File: src/rtl/p_seq.sv
// MERA-400 execution-phase sequencer: state flags, strobes, loop counter,
// memory-wait supervision for the P-D decoder.
module p_seq #(
  parameter int MEM_TIMEOUT = 16,
  parameter int LK_BITS     = 4
) (
  input  logic               clk_sys,
  input  logic               rst,
  input  logic               start,
  input  logic               nef,
  input  logic               ewa,
  input  logic               ewp,
  input  logic               ewe,
  input  logic               ewr,
  input  logic               eww,
  input  logic               ewm,
  input  logic               ewx,
  input  logic               ewz,
  input  logic               ew__,
  input  logic               ekc_1,
  input  logic               ekc_2,
  input  logic               mem_ok,
  input  logic               lk_load,
  input  logic [LK_BITS-1:0] lk_val,
  output logic               pp,
  output logic               wr,
  output logic               ww,
  output logic               wa,
  output logic               wx,
  output logic               wz,
  output logic               wm,
  output logic               we,
  output logic               wp,
  output logic               w__,
  output logic               strob1,
  output logic               strob2,
  output logic               got,
  output logic               lk,
  output logic               kc,
  output logic               busy,
  output logic               alarm_nomem,
  output logic               seq_err
);

  localparam int TW =
    (MEM_TIMEOUT < 2) ? 1 : $clog2(MEM_TIMEOUT);

  typedef enum logic [3:0] {
    S_IDLE, S_PP, S_WR, S_WW, S_WA, S_WX,
    S_WZ, S_WM, S_WE, S_WP, S_WAMP
  } state_e;

  typedef enum logic [1:0] {
    PH_ST1, PH_WAIT, PH_ST2, PH_GOT
  } phase_e;

  state_e               state_q;
  phase_e               phase_q;
  logic [TW-1:0]        tmr_q;
  logic [LK_BITS-1:0]   cnt_q;
  logic [LK_BITS-1:0]   cnt_d;
  logic                 kc_q;
  logic                 err_q;
  logic                 alarm_q;

  state_e               req_st;
  logic                 req_any;
  logic                 mem_st;
  logic                 tmr_last;
  logic                 end_req;

  assign mem_st   = (state_q == S_WR) ||
                    (state_q == S_WW);
  assign tmr_last = tmr_q == TW'(MEM_TIMEOUT - 1);
  assign end_req  = ekc_1 || ekc_2 ||
                    (state_q == S_PP && nef);

  // Fixed request priority; lower requests are dropped
  always_comb begin
    req_any = 1'b1;
    req_st  = S_IDLE;
    if (ew__)     req_st = S_WAMP;
    else if (ewe) req_st = S_WE;
    else if (ewa) req_st = S_WA;
    else if (ewp) req_st = S_WP;
    else if (ewr) req_st = S_WR;
    else if (eww) req_st = S_WW;
    else if (ewm) req_st = S_WM;
    else if (ewx) req_st = S_WX;
    else if (ewz) req_st = S_WZ;
    else          req_any = 1'b0;
  end

  always_comb begin
    cnt_d = cnt_q;
    if (lk_load)
      cnt_d = lk_val;
    else if (state_q == S_WX &&
             phase_q == PH_GOT &&
             cnt_q != '0)
      cnt_d = cnt_q - 1'b1;
  end

  always_ff @(posedge clk_sys) begin
    if (rst) begin
      state_q <= S_IDLE;
      phase_q <= PH_ST1;
      tmr_q   <= '0;
      cnt_q   <= '0;
      kc_q    <= 1'b0;
      err_q   <= 1'b0;
      alarm_q <= 1'b0;
    end else begin
      cnt_q <= cnt_d;
      kc_q  <= 1'b0;
      err_q <= 1'b0;
      if (state_q == S_IDLE) begin
        phase_q <= PH_ST1;
        tmr_q   <= '0;
        if (start) begin
          state_q <= S_PP;
          alarm_q <= 1'b0;
        end
      end else begin
        unique case (phase_q)
          PH_ST1, PH_WAIT: begin
            if (!mem_st || mem_ok) begin
              phase_q <= PH_ST2;
              tmr_q   <= '0;
            end else if (tmr_last) begin
              alarm_q <= 1'b1;
              kc_q    <= 1'b1;
              state_q <= S_IDLE;
              phase_q <= PH_ST1;
              tmr_q   <= '0;
            end else begin
              phase_q <= PH_WAIT;
              tmr_q   <= tmr_q + 1'b1;
            end
          end
          PH_ST2: phase_q <= PH_GOT;
          PH_GOT: begin
            phase_q <= PH_ST1;
            if (end_req) begin
              kc_q    <= 1'b1;
              state_q <= S_IDLE;
            end else if (req_any) begin
              state_q <= req_st;
            end else begin
              kc_q    <= 1'b1;
              err_q   <= 1'b1;
              state_q <= S_IDLE;
            end
          end
        endcase
      end
    end
  end

  assign pp  = state_q == S_PP;
  assign wr  = state_q == S_WR;
  assign ww  = state_q == S_WW;
  assign wa  = state_q == S_WA;
  assign wx  = state_q == S_WX;
  assign wz  = state_q == S_WZ;
  assign wm  = state_q == S_WM;
  assign we  = state_q == S_WE;
  assign wp  = state_q == S_WP;
  assign w__ = state_q == S_WAMP;

  assign busy   = state_q != S_IDLE;
  assign strob1 = busy && phase_q == PH_ST1;
  assign strob2 = busy && phase_q == PH_ST2;
  assign got    = busy && phase_q == PH_GOT;

  assign lk          = cnt_q == '0;
  assign kc          = kc_q;
  assign seq_err     = err_q;
  assign alarm_nomem = alarm_q;

endmodule

File: config.mk
export PLATFORM = sky130hd
export DESIGN_NAME = p_seq
export DESIGN_NICKNAME = d
export VERILOG_FILES = /design/src/rtl/p_seq.sv
export SDC_FILE = /design/constraint.sdc
export NUM_CORES = 1
export LEC_CHECK = 0
export CORE_MARGIN = 2
export CORE_UTILIZATION = 25
export CTS_BUF_LIST = sky130_fd_sc_hd__clkbuf_8 sky130_fd_sc_hd__clkbuf_16
export DETAILED_ROUTE_END_ITERATION = 16
export PLACE_DENSITY = 0.61
export REMOVE_ABC_BUFFERS = 1
export SETUP_SLACK_MARGIN = 0.02
export SLEW_MARGIN = 20
export SYNTH_ARGS = -nofsm -noshare
export SYNTH_HDL_FRONTEND = slang
export SYNTH_SLANG_ARGS = --single-unit
export TNS_END_PERCENT = 100
File: constraint.sdc
create_clock -name clk_sys -period 2.1 [get_ports clk_sys]
set_clock_uncertainty 0.05 [all_clocks]
set_input_delay 0.63 -clock clk_sys [delete_from_list [all_inputs] [get_ports clk_sys]]
set_output_delay 0.63 -clock clk_sys [all_outputs]
set_load 0.01 [all_outputs]
==> metrics, run 1 <==
sequential-to-total area share from yosys stat=about a third; Worst EP arrival=1.40 ns; total CTS buffers=3; Worst-Margin Slew=approximately 0.38 ns; FF-to-FF End=state_q[0]; Syn-to-layout area delta=61.7%; Worst path max stage delay=0.37 ns; WP data required=around 1.4 ns; Vias=1126; I/O Buffers=38; Async S/R FF share, synth=0%; number of clock sinks=17; clock root buffer=clkbuf_8; die height=approximately 70 µm; Post-synth EDFFs=0; Clock Tree Buf Depth=2; Final setup viols=0; Period minus WS final=between 2 and 2.5 ns; Worst Path Buf+Inv=4; num rows=23; worst vdd ir=roughly 0.00020 V; clock-pin slew on the worst setup and hold paths=roughly 0.07 ns; first-pass GRT wire length=between 4000 and 5000 µm; Die Span X=approximately 68 µm; final instance area=1680 µm²; remaining global-route overflow=0; DP HPWL=approximately 2300 µm; WL final=2860 µm; Clock Latency Late Sink=0.25 ns; Pins Over Slew Limit=0; gr usage total=12.9%; reg2reg start=state_q[3]; largest net degree at the start of global routing=11; I/O pin total=39; NumNets Final=between 200 and 250; Initial Utilization=between 20% and 30%; Static Leak=0.700 nW; status=finished clean; reg-to-reg setup timing slack=~0.05 ns; Syn Std Cell Area=1040 µm²; die area=roughly 4700 µm²; gpl congestion=0.793; Synth Area per Inst=8.19 µm²; vias in the first global route=a little over 1k; Crit-path slowest cell=dfxtp_4; Synth Instances=127; critical path's most frequent cell=buf_6; max_slew headroom=approximately three quarters; DRC viols=0; CP startpoint kind=flop; Syn. warnings=0; RSZ-0062 raised after global routing=true; ANT cells=0; wire per inst=~12 µm; Post-Place Worst Slack=-0.442 ns; family with the most delay on the worst path=buffers and inverters; Max Fclk=0.480 GHz; Cell Chain, Critical Path=nor4_4 > buf_4 > buf_6 > buf_6 > nor3b_1 > buf_2; Hold Crit Class=reg2reg; reg2reg path depth=5; final hold viol count=0; H-Tree Depth=1; Core ar.=4000 µm²; Most used DFF post-synth=dfxtp_1; Fillers=between 400 and 500; placed instance area=1590 µm²; crit path capture type=output pin; crit-path max FO=4; layout cells sized above 1=a little under a third; synth unique cells=42; number of iterations in the first detailed-routing pass=4; post-route antenna net violation count=0; Starting DRT DRC Count=46; post-route setup slack=0.0158 ns; PwrDens=between 400 and 500 nW/µm²; Max Cap Violations=0; hold endpoint=alarm_nomem; DR vias/cell=approximately 4.8; period utilization=a little under 100%; # hold bufs at CTS=0; hold path depth=2; post-synthesis sequential element count=17; CTS tree=built; HP Start=alarm_nomem; initial antenna violation count=0; WS Path Type=reg2out
## cell type report
cell class / count / area, µm² / share of cell area [%]
Sequential cell: 17 / 355 / 21.1
Timing Repair Buffer: 62 / 517 / 30.7
Inverter: 11 / 41.3 / 2.46
Clock inverter: 1 / 5.00 / 0.298
Multi-Input combinational cell: 92 / 659 / 39.2
Clock buffer: 3 / 41.3 / 2.46
Tap cell: 50 / 62.6 / 3.72
## synthesized netlist by cell type (2+ instances only)
library cell	number	share of area, %
nor3b_1	3	2.2
a21oi_1	6	2.9
xor2_1	2	1.7
nand2_1	10	3.6
clkbuf_1	2	0.72
nor3_1	10	4.8
o21ai_0	3	1.4
o32ai_1	3	2.5
nor2_1	17	6.1
inv_1	11	4.0
nor4_1	4	2.4
a211oi_1	3	2.2
dfxtp_1	17	33
buf_2	2	0.96
a2111oi_0	3	2.5
and4b_1	2	1.9
ha_1	2	2.4
nand3_1	3	1.4
## worst max-delay path by stage
stage          startpoint    endpoint  slack [ns]  cells after the start
6_report       state_q[2]      strob2        0.02                      6
5_1_grt        state_q[2]      strob2       -0.05                      6
4_1_cts        state_q[3]      strob2       -0.02                      6
3_5_place_dp       mem_ok  state_q[0]       -0.44                      5
3_3_place_gp       mem_ok  state_q[0]       -0.42                      5
2_1_floorplan      mem_ok  state_q[0]     -0.0007                      4
## tightest hold or removal path: cells and delay by family (launching register included)
kind | cells | cell delay [ns]
and+or+nand+nor | 1 | 0.05
AOI/OAI and AO/OA | 1 | 0.06
DFF | 1 | 0.32
## flip-flops by register name, indices dropped and copies added (netlist names)
| signal | count |
|---|---|
| alarm_nomem | 1 |
| cnt_q | 4 |
| kc | 1 |
| phase_q | 2 |
| seq_err | 1 |
| state_q | 4 |
| tmr_q | 4 |
## routing by layer
layer | track usage, % | routed length, µm | up-vias
li1 | - | - | 576
met3 | 3.41 | 156 | 2
met5 | 0 | 0 | -
met1 | 16.6 | 1260 | 523
met2 | 22.1 | 1430 | 25
met4 | 1.50 | 6 | 0
## cells in the final DEF (no fill, tap or decap), types with 5 or more instances in the layout
cell type and n:
clkbuf_2 7, a21oi_1 6, buf_4 21, clkdlybuf4s50_1 22
dfxtp_1 13, nor2_1 17, buf_2 5, inv_1 11
nand2_1 10, nor3_1 9
## through the flow
stage	utilization (%)	power [mW]	setup TNS (ns)	hold WS, ns	instances
global route	42.0	0.807	-0.119	0.453	236
floorplan	-	0.411	-0.000733	0.398	120
detailed placement	39.6	0.523	-2.64	0.419	227
global placement	39.6	0.519	-2.50	0.414	227
finish	42.0	0.768	0	0.424	236
CTS	41.4	0.772	-0.0351	0.432	234
## cell families (layout without fill, tap and decap cells)
| kind of cell | after synthesis | after routing | synth area share [%] |
|---|---|---|---|
| flip-flops | 17 | 17 | 32.7 |
| multiplexers | 1 | 1 | 0.963 |
| AO/OA/AOI/OAI | 27 | 27 | 20.3 |
| AND/OR/NAND/NOR | 59 | 59 | 33.2 |
| buffers and inverters | 18 | 77 | 7.82 |
| XOR/XNOR | 3 | 3 | 2.53 |
| adder cells (fa/ha/maj) | 2 | 2 | 2.41 |
## power breakdown
| part | leakage (nW) | total (mW) | switching (mW) | internal [mW] |
|---|---|---|---|---|
| Combinational | 0.533 | 0.184 | 0.0754 | 0.109 |
| Clock | 0.0255 | 0.244 | 0.112 | 0.131 |
| Sequential | 0.141 | 0.341 | 0.0120 | 0.329 |
## what timing repair did
| action | in CTS | in global routing |
|---|---|---|
| hold endpoints to repair | 0 | 0 |
| gates resized for setup | 43 | 22 |
| endpoints found under the setup margin | 20 | 10 |
| pin swaps | 5 | 1 |
| buffers inserted | 3 | 2 |
No activity file was read; power rests on OpenSTA's default activity.
==> run 2, diff against run 1 <==
- PLACE_DENSITY: 0.61 -> 0.59
- clock period: 2.1 -> 2.48 ns (I/O delays scaled with it)
==> metrics, run 2 (synthesized netlist as in run 1, its figures left out) <==
final instance area=1620 µm² (was 1680 µm²); DR vias/cell=4.88 (was 4.77); layout cells sized above 1=14.9% (was 30.1%); die height=68.5 µm (unchanged); Worst path max stage delay=0.50 ns (was 0.37 ns); CP startpoint kind=input pin (was flop); Core ar.=4000 µm² (unchanged); remaining global-route overflow=0 (unchanged); NumNets Final=198 (was 210); Regs by FF count=cnt_q: 4 flops, state_q: 4 flops, tmr_q: 4 flops (unchanged); Max Fclk=0.418 GHz; Clock Tree Buf Depth=2 (unchanged); Post-Place Cells=219 (was 227); number of iterations in the first detailed-routing pass=4 (unchanged); period utilization=96.5%; Clock Latency Late Sink=0.25 ns (about the same); Cell Chain, Critical Path=clkdlybuf4s50_1 > or4b_4 > or3_4 > a21o_2 > o221a_1 (was nor4_4 > buf_4 > buf_6 > buf_6 > nor3b_1 > buf_2); Pins Over Slew Limit=0 (unchanged); number of clock sinks=17 (unchanged); largest net degree at the start of global routing=11 (unchanged); total CTS buffers=3 (unchanged); num rows=23 (unchanged); placed instance area=1530 µm² (was 1590 µm²); clock root buffer=clkbuf_8 (unchanged); final hold viol count=0 (unchanged); RSZ-0062 raised after global routing=false (was true); Vias=1093 (was 1126); crit-path max FO=3 (was 4); post-route setup TNS=0 ns (unchanged); initial antenna violation count=0 (unchanged); I/O Buffers=38 (unchanged); Worst-Margin Slew=0.629 ns (was 0.376 ns); worst vdd ir=0.000193 V (was 0.000200 V); Syn-to-layout area delta=55.8% (was 61.7%); gpl congestion=0.741 (was 0.793); PwrDens=386 nW/µm² (was 457 nW/µm²); Worst EP arrival=2.48 ns (was 1.40 ns); WP data required=2.57 ns (was 1.42 ns); Max Cap Violations=0 (unchanged); clock-pin slew on the worst setup and hold paths=0.06 ns (was 0.07 ns); Starting DRT DRC Count=33 (was 46); crit path capture type=flop (was output pin); Layout Cells excl Fill=224 (was 236); Final setup viols=0 (unchanged); max_slew headroom=57.9% (was 74.3%); Worst Path Buf+Inv=1 (was 4); most common cell after layout, fill and taps aside=clkdlybuf4s50_1 (unchanged); die area=4690 µm² (unchanged); Hold Crit Class=reg2reg (unchanged); gr usage total=13.4% (was 12.9%); ANT cells=0 (unchanged); family with the most delay on the worst path=simple AND/OR/NAND/NOR gates (was buffers and inverters); Static Leak=0.801 nW (was 0.700 nW); H-Tree Depth=1 (unchanged); Period minus WS final=~2.4 ns; I/O pin total=39 (unchanged); Crit-path slowest cell=or4b_4 (was dfxtp_4); wire per inst=12.8 µm (was 12.1 µm); first-pass GRT wire length=4800 µm (was 4620 µm); Initial Utilization=26.0% (unchanged); WL final=2870 µm (was 2860 µm); CTS tree=built (unchanged); DRC viols=0 (unchanged); post-route antenna net violation count=0 (unchanged); DP HPWL=2290 µm (was 2270 µm); most frequent cells in the layout=24 x clkdlybuf4s50_1, 17 x nor2_1, 16 x dfxtp_1 (was 22 x clkdlybuf4s50_1, 21 x buf_4, 17 x nor2_1); Die Span X=68.5 µm (unchanged); status=finished clean (unchanged); vias in the first global route=1094 (was 1024); WS Path Type=in2reg (was reg2out)
==> run 2: cell type report <==
class / count / area, µm²
Fill cell: 402 / 2380
Multi-Input combinational cell: 92 / 636
Timing Repair Buffer: 50 / 494
Sequential cell: 17 / 342
Tap cell: 50 / 62.6
Clock buffer: 3 / 41.3
Inverter: 11 / 41.3
Clock inverter: 1 / 3.75
==> run 2: where the power goes <==
group | switching (mW) | internal, mW
clock network | 0.0879 | 0.110
logic | 0.0624 | 0.0771
registers | 0.00681 | 0.281
total | 0.157 | 0.468
==> run 2: metrics by stage <==
step,util (%),setup WS [ns],power [mW],hold WS (ns)
5_1_grt,40.5,0.0301,0.664,0.481
3_5_place_dp,38.1,-0.171,0.430,0.417
6_report,40.5,0.0871,0.625,0.419
2_1_floorplan,-,0.265,0.348,0.398
4_1_cts,39.6,0.0164,0.631,0.427
3_3_place_gp,38.1,-0.152,0.427,0.412
==> run 2: layer usage <==
metal,wire length (µm),global-route usage [%],share of wire (%)
met2,1440,23.0,50
met1,1280,16.9,44
met3,110,1.46,3.8
met4,42,6.00,1.5
met5,0,0,0
==> run 2: worst register-to-register path, stage by stage (launching register included) <==
cell,delay [ns]
dfxtp_1,0.34
inv_1,0.07
ha_1,0.23
nor3b_4,0.16
nor4b_2,0.59
a211oi_1,0.15
a2111oi_0,0.38
==> run 2: worst paths after layout <==
kind	from	to	slack, ns	cells past startpoint
setup reg to reg	cnt_q[0]	cnt_q[2]	0.39	6
hold / removal	alarm_nomem	alarm_nomem	0.42	2
setup / recovery	mem_ok	state_q[0]	0.09	5
hold reg to reg	alarm_nomem	alarm_nomem	0.42	2
==> run 2: what timing repair did <==
item	4_1_cts	5_1_grt
endpoints found under the hold margin	0	0
hold buffers	0	0
gates resized for setup	5	13
buffers inserted	1	0
pin swaps	1	1
setup endpoints to repair	6	12
cloned	0	0
==> run 3, diff against run 2 <==
- clock period: 2.48 -> 2.8 ns (I/O delays scaled with it)
==> metrics, run 3 (synthesized netlist as in run 1, its figures left out) <==
Cell Chain, Critical Path=nor4_4 > buf_4 > nor3b_1 > clkdlybuf4s50_1 (was clkdlybuf4s50_1 > or4b_4 > or3_4 > a21o_2 > o221a_1); total CTS buffers=3 (unchanged); DP HPWL=2080 µm (was 2290 µm); Worst EP arrival=1.76 ns (was 2.48 ns); die height=68.5 µm (unchanged); post-route antenna net violation count=0 (unchanged); DRC viols=0 (unchanged); DR vias/cell=4.81 (was 4.88); Net Switching=0.139 mW (was 0.157 mW); final hold viol count=0 (unchanged); Max Cap Violations=0 (unchanged); period utilization=a little over nine tenths; I/O pin total=39 (unchanged); H-Tree Depth=1 (unchanged); Die Span X=68.5 µm (unchanged); Clock Latency Late Sink=0.25 ns (about the same); Regs by FF count=cnt_q: 4 flops, state_q: 4 flops, tmr_q: 4 flops (unchanged); CTS tree=built (unchanged); number of iterations in the first detailed-routing pass=4 (unchanged); ANT cells=0 (unchanged); post-route setup TNS=0 ns (unchanged); NumNets Final=191 (was 198); internal power=0.412 mW (was 0.468 mW); hold path depth=2 (unchanged); family with the most delay on the worst path=buffers and inverters (was simple AND/OR/NAND/NOR gates); placed instance area=1470 µm² (was 1530 µm²); # hold bufs at CTS=0 (unchanged); first-pass GRT wire length=4240 µm (was 4800 µm); Power, Total=0.551 mW (was 0.625 mW); clock root buffer=clkbuf_8 (unchanged); Core ar.=4000 µm² (unchanged); initial antenna violation count=0 (unchanged); crit-path max FO=8 (was 3); final instance area=1540 µm² (was 1620 µm²); Clock Power Share=32.4% (was 31.6%); WS Path Type=reg2out (was in2reg); Max Fclk=0.377 GHz; Reg power frac=46.6% (was 46.1%); Pins Over Slew Limit=0 (unchanged); crit path capture type=output pin (was flop); hold endpoint=alarm_nomem (unchanged); number of clock sinks=17 (unchanged); Worst path max stage delay=0.56 ns (was 0.50 ns); gr usage total=11.8% (was 13.4%); most common cell after layout, fill and taps aside=clkdlybuf4s50_1 (unchanged); num rows=23 (unchanged); wire per inst=12.0 µm (was 12.8 µm); layout cells sized above 1=12.0% (was 14.9%); reg2reg path depth=5 (was 6); Worst-Margin Slew=0.570 ns (was 0.629 ns); final design utilization=38.5% (was 40.5%); Worst Path Buf+Inv=2 (was 1); Syn-to-layout area delta=48.0% (was 55.8%); worst vdd ir=0.000179 V (was 0.000193 V); RSZ-0062 raised after global routing=false (unchanged); reg-to-reg setup timing slack=0.71 ns (was 0.39 ns); vias in the first global route=1011 (was 1094); remaining global-route overflow=0 (unchanged); reg2reg start=phase_q[1] (was cnt_q[0]); max_slew headroom=61.9% (was 57.9%); Hold Crit Class=reg2reg (unchanged); Period minus WS final=between 2 and 3 ns; status=finished clean (unchanged); Starting DRT DRC Count=57 (was 33); Comb pwr share=21.0% (was 22.3%); Static Leak=0.554 nW (was 0.801 nW); WP data required=1.91 ns (was 2.57 ns); gpl congestion=0.722 (was 0.741); FF-to-FF End=cnt_q[3] (was cnt_q[2]); Post-Place Cells=212 (was 219); Layout Cells excl Fill=217 (was 224); largest net degree at the start of global routing=14 (was 11); PwrDens=358 nW/µm² (was 386 nW/µm²); Sw Ratio=25.2% (was 25.1%); CP startpoint kind=flop (was input pin); clock-pin slew on the worst setup and hold paths=0.06 ns (about the same); I/O Buffers=38 (unchanged); Crit-path slowest cell=clkdlybuf4s50_1 (was or4b_4); most frequent cells in the layout=38 x clkdlybuf4s50_1, 17 x nor2_1, 16 x dfxtp_1 (was 24 x clkdlybuf4s50_1, 17 x nor2_1, 16 x dfxtp_1); WL final=2600 µm (was 2870 µm); Clock Tree Buf Depth=2 (unchanged); die area=4690 µm² (unchanged); Vias=1044 (was 1093); Final setup viols=0 (unchanged); Initial Utilization=26.0% (unchanged); HP Start=alarm_nomem (unchanged); CP startpoint=state_q[3] (was mem_ok)
run 3: power by group through the flow:
| stage | Clock (mW) | Sequential (mW) | Combinational [mW] |
|---|---|---|---|
| global route | 0.197 | 0.258 | 0.126 |
| finish | 0.178 | 0.257 | 0.116 |
| global placement | 0 | 0.262 | 0.111 |
| floorplan | 0 | 0.263 | 0.0455 |
| detailed placement | 0 | 0.262 | 0.113 |
| CTS | 0.186 | 0.256 | 0.115 |
run 3: repair_timing:
action	CTS	global route
resized for setup	1	2
hold endpoints to repair	0	0
pin swaps	0	1
buffers inserted	0	1
setup endpoints to repair	1	4
gates cloned	0	0
run 3: worst max-delay path by stage:
stage / endpoint / slack [ns] / depth (start not counted)
floorplan: state_q[0] / 0.49 / 4
global placement: state_q[0] / 0.06 / 5
detailed placement: state_q[0] / 0.05 / 5
CTS: busy / 0.09 / 3
global route: strob2 / 0.05 / 4
finish: strob2 / 0.15 / 4
run 3: area by class of cell:
cell class / instances / area, µm²
clock buffers: 3 / 41.3
clock inverters: 1 / 5.00
fillers: 386 / 2460
inverters: 11 / 41.3
multi-input cells: 92 / 629
flip-flops and latches: 17 / 342
well taps: 50 / 62.6
repair buffers: 43 / 418
run 3: worst min-delay path: stages, from the launching register on:
cell and delay [ns]:
dfxtp_1 0.32, nand2_1 0.06, a21oi_1 0.06
run 3: through the flow:
stage	hold WS, ns	setup WS, ns
floorplan	0.398	0.489
global placement	0.414	0.0611
detailed placement	0.419	0.0495
CTS	0.431	0.0938
global route	0.470	0.0462
finish	0.428	0.151
run 3: routing by layer:
| layer | GRT usage, % | up-vias | wire (µm) |
|---|---|---|---|
| met5 | 0 | - | 0 |
| met4 | 5.25 | 0 | 22 |
| met3 | 2.76 | 2 | 124 |
| met2 | 19.4 | 22 | 1250 |
| met1 | 14.5 | 479 | 1200 |
| li1 | - | 541 | - |
